===== config.mk =====
export PLATFORM = sky130hd
export DESIGN_NAME = obi_arbiter_2to1
export DESIGN_NICKNAME = d
export VERILOG_FILES = /design/src/rtl/obi_arbiter_2to1.sv
export SDC_FILE = /design/constraint.sdc
export NUM_CORES = 1
export LEC_CHECK = 0
export CAP_MARGIN = 10
export CORE_AREA = 2 2 113 115
export CTS_BUF_LIST = sky130_fd_sc_hd__clkbuf_4
export CTS_CLUSTER_DIAMETER = 40
export DETAILED_ROUTE_END_ITERATION = 7
export DIE_AREA = 0 0 115 117
export PLACE_DENSITY = 0.63
export RECOVER_POWER = 25
export SLEW_MARGIN = 0
export SYNTH_ARGS = -nofsm -noshare
export SYNTH_HDL_FRONTEND = slang
export SYNTH_SLANG_ARGS = --single-unit

===== constraint.sdc =====
create_clock -name UserCLK -period 3.8 [get_ports UserCLK]
set_clock_uncertainty 0.05 [all_clocks]
set_input_delay 1.14 -clock UserCLK [delete_from_list [all_inputs] [get_ports UserCLK]]
set_output_delay 1.14 -clock UserCLK [all_outputs]
set_load 0.01 [all_outputs]

===== src/rtl/obi_arbiter_2to1.sv =====
// Two-manager to one-subordinate OBI arbiter with address-phase locking and an in-order ID FIFO for response routing.
// Optional build macro OBI_ARB_ROUND_ROBIN_EN selects round-robin tie-break; otherwise M0 wins ties.
module obi_arbiter_2to1 #(
    parameter int MAX_OUTSTANDING = 2
) (
    input  logic        UserCLK,
    input  logic        RST,
    input  logic        M0_REQ,
    input  logic        M0_WE,
    input  logic [3:0]  M0_BE,
    input  logic [23:0] M0_ADDR,
    input  logic [31:0] M0_WDATA,
    output logic        M0_GNT,
    output logic        M0_RVALID,
    output logic [31:0] M0_RDATA,
    input  logic        M1_REQ,
    input  logic        M1_WE,
    input  logic [3:0]  M1_BE,
    input  logic [23:0] M1_ADDR,
    input  logic [31:0] M1_WDATA,
    output logic        M1_GNT,
    output logic        M1_RVALID,
    output logic [31:0] M1_RDATA,
    output logic        S_REQ,
    output logic        S_WE,
    output logic [3:0]  S_BE,
    output logic [23:0] S_ADDR,
    output logic [31:0] S_WDATA,
    input  logic        S_GNT,
    input  logic        S_RVALID,
    input  logic [31:0] S_RDATA,
    output logic        ERR
);

    localparam int CNT_W = $clog2(MAX_OUTSTANDING) + 1;
    localparam int PTR_W = (MAX_OUTSTANDING > 1) ? $clog2(MAX_OUTSTANDING) : 1;

    logic                       locked_q, locked_d;
    logic                       lock_id_q, lock_id_d;
    logic [CNT_W-1:0]           count_q, count_d;
    logic [PTR_W-1:0]           wr_ptr_q, wr_ptr_d;
    logic [PTR_W-1:0]           rd_ptr_q, rd_ptr_d;
    logic [MAX_OUTSTANDING-1:0] fifo_q;
    logic [MAX_OUTSTANDING-1:0] fifo_wr_en;
    logic                       err_q, err_d;

    logic sel;
    logic tie_sel;
    logic full;
    logic empty;
    logic push;
    logic pop;
    logic head;

    function automatic logic [PTR_W-1:0] ptr_inc(input logic [PTR_W-1:0] p);
        if (p == PTR_W'(MAX_OUTSTANDING - 1)) begin
            return '0;
        end
        return p + 1'b1;
    endfunction

`ifdef OBI_ARB_ROUND_ROBIN_EN
    logic prio_q, prio_d;

    assign tie_sel = prio_q;

    // Pointer always moves to the manager that was not just served.
    always_comb begin
        prio_d = prio_q;
        if (push) begin
            prio_d = ~sel;
        end
    end

    always_ff @(posedge UserCLK) begin
        if (RST) begin
            prio_q <= 1'b0;
        end else begin
            prio_q <= prio_d;
        end
    end
`else
    assign tie_sel = 1'b0;
`endif

    assign full  = (count_q == CNT_W'(MAX_OUTSTANDING));
    assign empty = (count_q == '0);
    assign head  = fifo_q[rd_ptr_q];

    always_comb begin
        if (locked_q) begin
            sel = lock_id_q;
        end else if (M0_REQ && M1_REQ) begin
            sel = tie_sel;
        end else begin
            sel = M1_REQ;
        end
    end

    // Requests are masked during reset so nothing leaks out before state is clean.
    assign S_REQ   = (M0_REQ | M1_REQ) & ~full & ~RST;
    assign S_WE    = sel ? M1_WE    : M0_WE;
    assign S_BE    = sel ? M1_BE    : M0_BE;
    assign S_ADDR  = sel ? M1_ADDR  : M0_ADDR;
    assign S_WDATA = sel ? M1_WDATA : M0_WDATA;

    assign push   = S_REQ & S_GNT;
    assign pop    = S_RVALID & ~empty & ~RST;
    assign M0_GNT = push & ~sel;
    assign M1_GNT = push & sel;

    assign M0_RVALID = pop & ~head;
    assign M1_RVALID = pop & head;
    assign M0_RDATA  = S_RDATA;
    assign M1_RDATA  = S_RDATA;
    assign ERR       = err_q;

    genvar gi;
    generate
        for (gi = 0; gi < MAX_OUTSTANDING; gi++) begin : g_fifo_wr
            assign fifo_wr_en[gi] = push & (wr_ptr_q == PTR_W'(gi));
        end
    endgenerate

    always_comb begin
        locked_d  = locked_q;
        lock_id_d = lock_id_q;
        count_d   = count_q;
        wr_ptr_d  = wr_ptr_q;
        rd_ptr_d  = rd_ptr_q;
        err_d     = err_q | (S_RVALID & empty);

        // Hold the address phase stable while the subordinate stalls.
        if (S_REQ) begin
            if (!S_GNT) begin
                locked_d  = 1'b1;
                lock_id_d = sel;
            end else begin
                locked_d  = 1'b0;
            end
        end

        if (push) begin
            wr_ptr_d = ptr_inc(wr_ptr_q);
        end
        if (pop) begin
            rd_ptr_d = ptr_inc(rd_ptr_q);
        end

        case ({push, pop})
            2'b10:   count_d = count_q + 1'b1;
            2'b01:   count_d = count_q - 1'b1;
            default: count_d = count_q;
        endcase
    end

    always_ff @(posedge UserCLK) begin
        if (RST) begin
            locked_q  <= 1'b0;
            lock_id_q <= 1'b0;
            count_q   <= '0;
            wr_ptr_q  <= '0;
            rd_ptr_q  <= '0;
            err_q     <= 1'b0;
            fifo_q    <= '0;
        end else begin
            locked_q  <= locked_d;
            lock_id_q <= lock_id_d;
            count_q   <= count_d;
            wr_ptr_q  <= wr_ptr_d;
            rd_ptr_q  <= rd_ptr_d;
            err_q     <= err_d;
            for (int i = 0; i < MAX_OUTSTANDING; i++) begin
                if (fifo_wr_en[i]) begin
                    fifo_q[i] <= sel;
                end
            end
        end
    end

endmodule

==> flow_summary.ini <==
[status]
status = completed

[sta]
tightestPinTransition_ns = 0.252
finalCritPeriodShare = 0.986
maxSlewViolCount = 0
max-slew-margin-rel = 0.831
setup_viol = 0
rsz0062_at_grt = yes
clock.fmax_mhz = 267
fin_crit_ns = 3.75
finalSetupTns_ns = 0
finalHoldViolations = 0

[yosys]
ys_top_cells_by_area = buf_4, mux2_1, mux2_2, dfxtp_1, buf_6
synthXorXnorAreaFrac = 0.0156
synth_compound_area_frac = 0.0640
synth_mux_area_frac = 0.408
ys_seq_elements = 9
syn_area_um2 = 1680
ys_types = 29
ys.flop_type = dfxtp_1
syn-num-nets = 345
postSynth.asyncResetShare = 0
synth_top_cell_area_share = 0.290
yosys.area_share.adder = 0.00744
synthMostInstantiatedCell = buf_4
synth_area_leader_cell = buf_4
ys_seq_area_frac = 0.107
ys_warn_count = 0
netlist_top_cells_count = buf_4, mux2_1, mux2_2, dfxtp_1, nor2_1
netlist_instances = 184
syn_avg_cell_area_um2 = 9.14
synthSimpleGateAreaFrac = 0.0632
synth_top_family_by_area = multiplexers
synth-edff-count = 0

[power]
total_power_w = 0.000644
p_leak_nw = 1.44
p_per_area_nw_per_um2 = 185
ir_drop_mv = 0.120

[clock_tree]
cts_tree = done
clockBufferDepth = 2
clock_latency_ns = 0.25
path_clk_slew_ns = 0.06
cts_sinks = 9
numCtsBuffers = 3
htreeDepth = 1
cts-root-buf = clkbuf_4

[critical_path]
critical_path_class = primary input to primary output
cp-end-kind = primary output
required_ns = 2.61
cp-start-kind = primary input
worst_ep_arrival_time_ns = 2.56
critPathMaxFanout = 9

[layout]
insertedDiodeCount = 0
final_nets = 494
design_area_um2 = 3490
syn_to_final_growth_pct = 108
final_layout_size_suffix_gt1_frac = 0.301
stdcell_count = 482

[die]
rows = 41
die_y_um = 117
io_pins = 291
start_util = 0.137
die_x_um = 115
core_um2 = 12300
dieArea_um2 = 13500

[global_routing]
grtUsageMet2 = 0.173
grt_util_all_layers = 0.108
busiest_layer = met2
grt_pass1_wl_um = 10900
grt_max_degree = 13
grt_overflow_total = 0
antenna_found_initial = 0
grt_pass1_vias = 1877
grtUsageMet1 = 0.149
gr-usage-met3 = 0.0268

[placed_design]
gp_congestion = 0.873
dp.cells = 466
port_buffers = 194
hpwl_um = 6610
place_area_um2 = 3370

[drt]
dr.pass1.iters = 4
drc = 0
avgRoutedWirePerCell_um = 17.6
via_count = 1854
routed_via_density = 3.85
wl_um = 8490
drt_iter0_drc = 54
antenna_left = 0

[hold_path]
hp-class = flip-flop to flip-flop

[job]
drv_cap = 0
==> sequential cells by signal (all words and copies together) (netlist names) <==
name	count
count_q	2
fifo_q	2
ERR	1
lock_id_q	1
locked_q	1
rd_ptr_q	1
wr_ptr_q	1
==> metal layers <==
metal	wire length [um]	share of wire
met1	3720	0.44
met4	68	0.0080
met5	0	0
met2	3880	0.46
met3	819	0.097
==> where the power goes <==
part	switching, W	total [W]	internal [W]
Combinational	0.000162	0.000451	0.000289
Clock	0.0000329	0.0000804	0.0000475
Sequential	0.00000866	0.000112	0.000103
Total	0.000204	0.000644	0.000440
==> worst paths after layout <==
kind              slack (ns)    endpoint  cells past startpoint       start
setup / recovery        0.05  S_WDATA[1]                      8      M0_REQ
hold / removal          0.42         ERR                      2         ERR
setup reg to reg        1.88  count_q[1]                      7  count_q[0]
hold reg to reg         0.42         ERR                      2         ERR
==> cell type report <==
class                      count  area, um^2
timing repair buffer         217        2120
tap                          150         188
fill                        1343        8820
inverter                       3        11.3
multi-input combinational     99         958
clock buffer                   4        30.0
sequential                     9         180
==> worst max-delay path, cell delays in order <==
cell	delay [ns]
clkdlybuf4s15_1	0.18
nor2_1	0.05
a22oi_2	0.16
buf_6	0.14
buf_12	0.15
buf_12	0.14
mux2_1	0.34
clkdlybuf4s15_1	0.25
==> metrics by stage <==
stage	worst slack (ns)	util	hold WS, ns
CTS	0.00224	0.285	0.427
global route	-0.0124	0.283	0.468
finish	0.0518	0.283	0.420
floorplan	0.565	-	0.432
detailed placement	-0.521	0.274	0.411
global placement	-0.535	0.274	0.409
==> cell families after synthesis <==
group / count (synthesis)
buffers and inverters: 76
AOI/OAI and AO/OA: 15
muxes: 61
xor gates and xnor gates: 3
and+or+nand+nor: 19
adders and majority gates: 1
DFF: 9
==> repair_timing <==
action                                  in CTS  in global routing
cloned                                       6                  1
buffers inserted                             5                  0
hold buffers                                 0                  0
pin swaps                                    2                  1
gates resized for setup                    171                 46
endpoints found under the setup margin      66                 41
==> layout by cell type (no fill, tap or decap), types with 7 or more instances in the layout <==
master,netlist,final
clkdlybuf4s50_1,0,125
mux2_1,35,30
mux2_2,26,26
clkdlybuf4s15_1,0,21
buf_2,2,19
clkbuf_2,0,16
dfxtp_1,9,9
buf_4,65,8
nor2_1,7,7
Note: power is estimated with default switching activity, not from simulation.
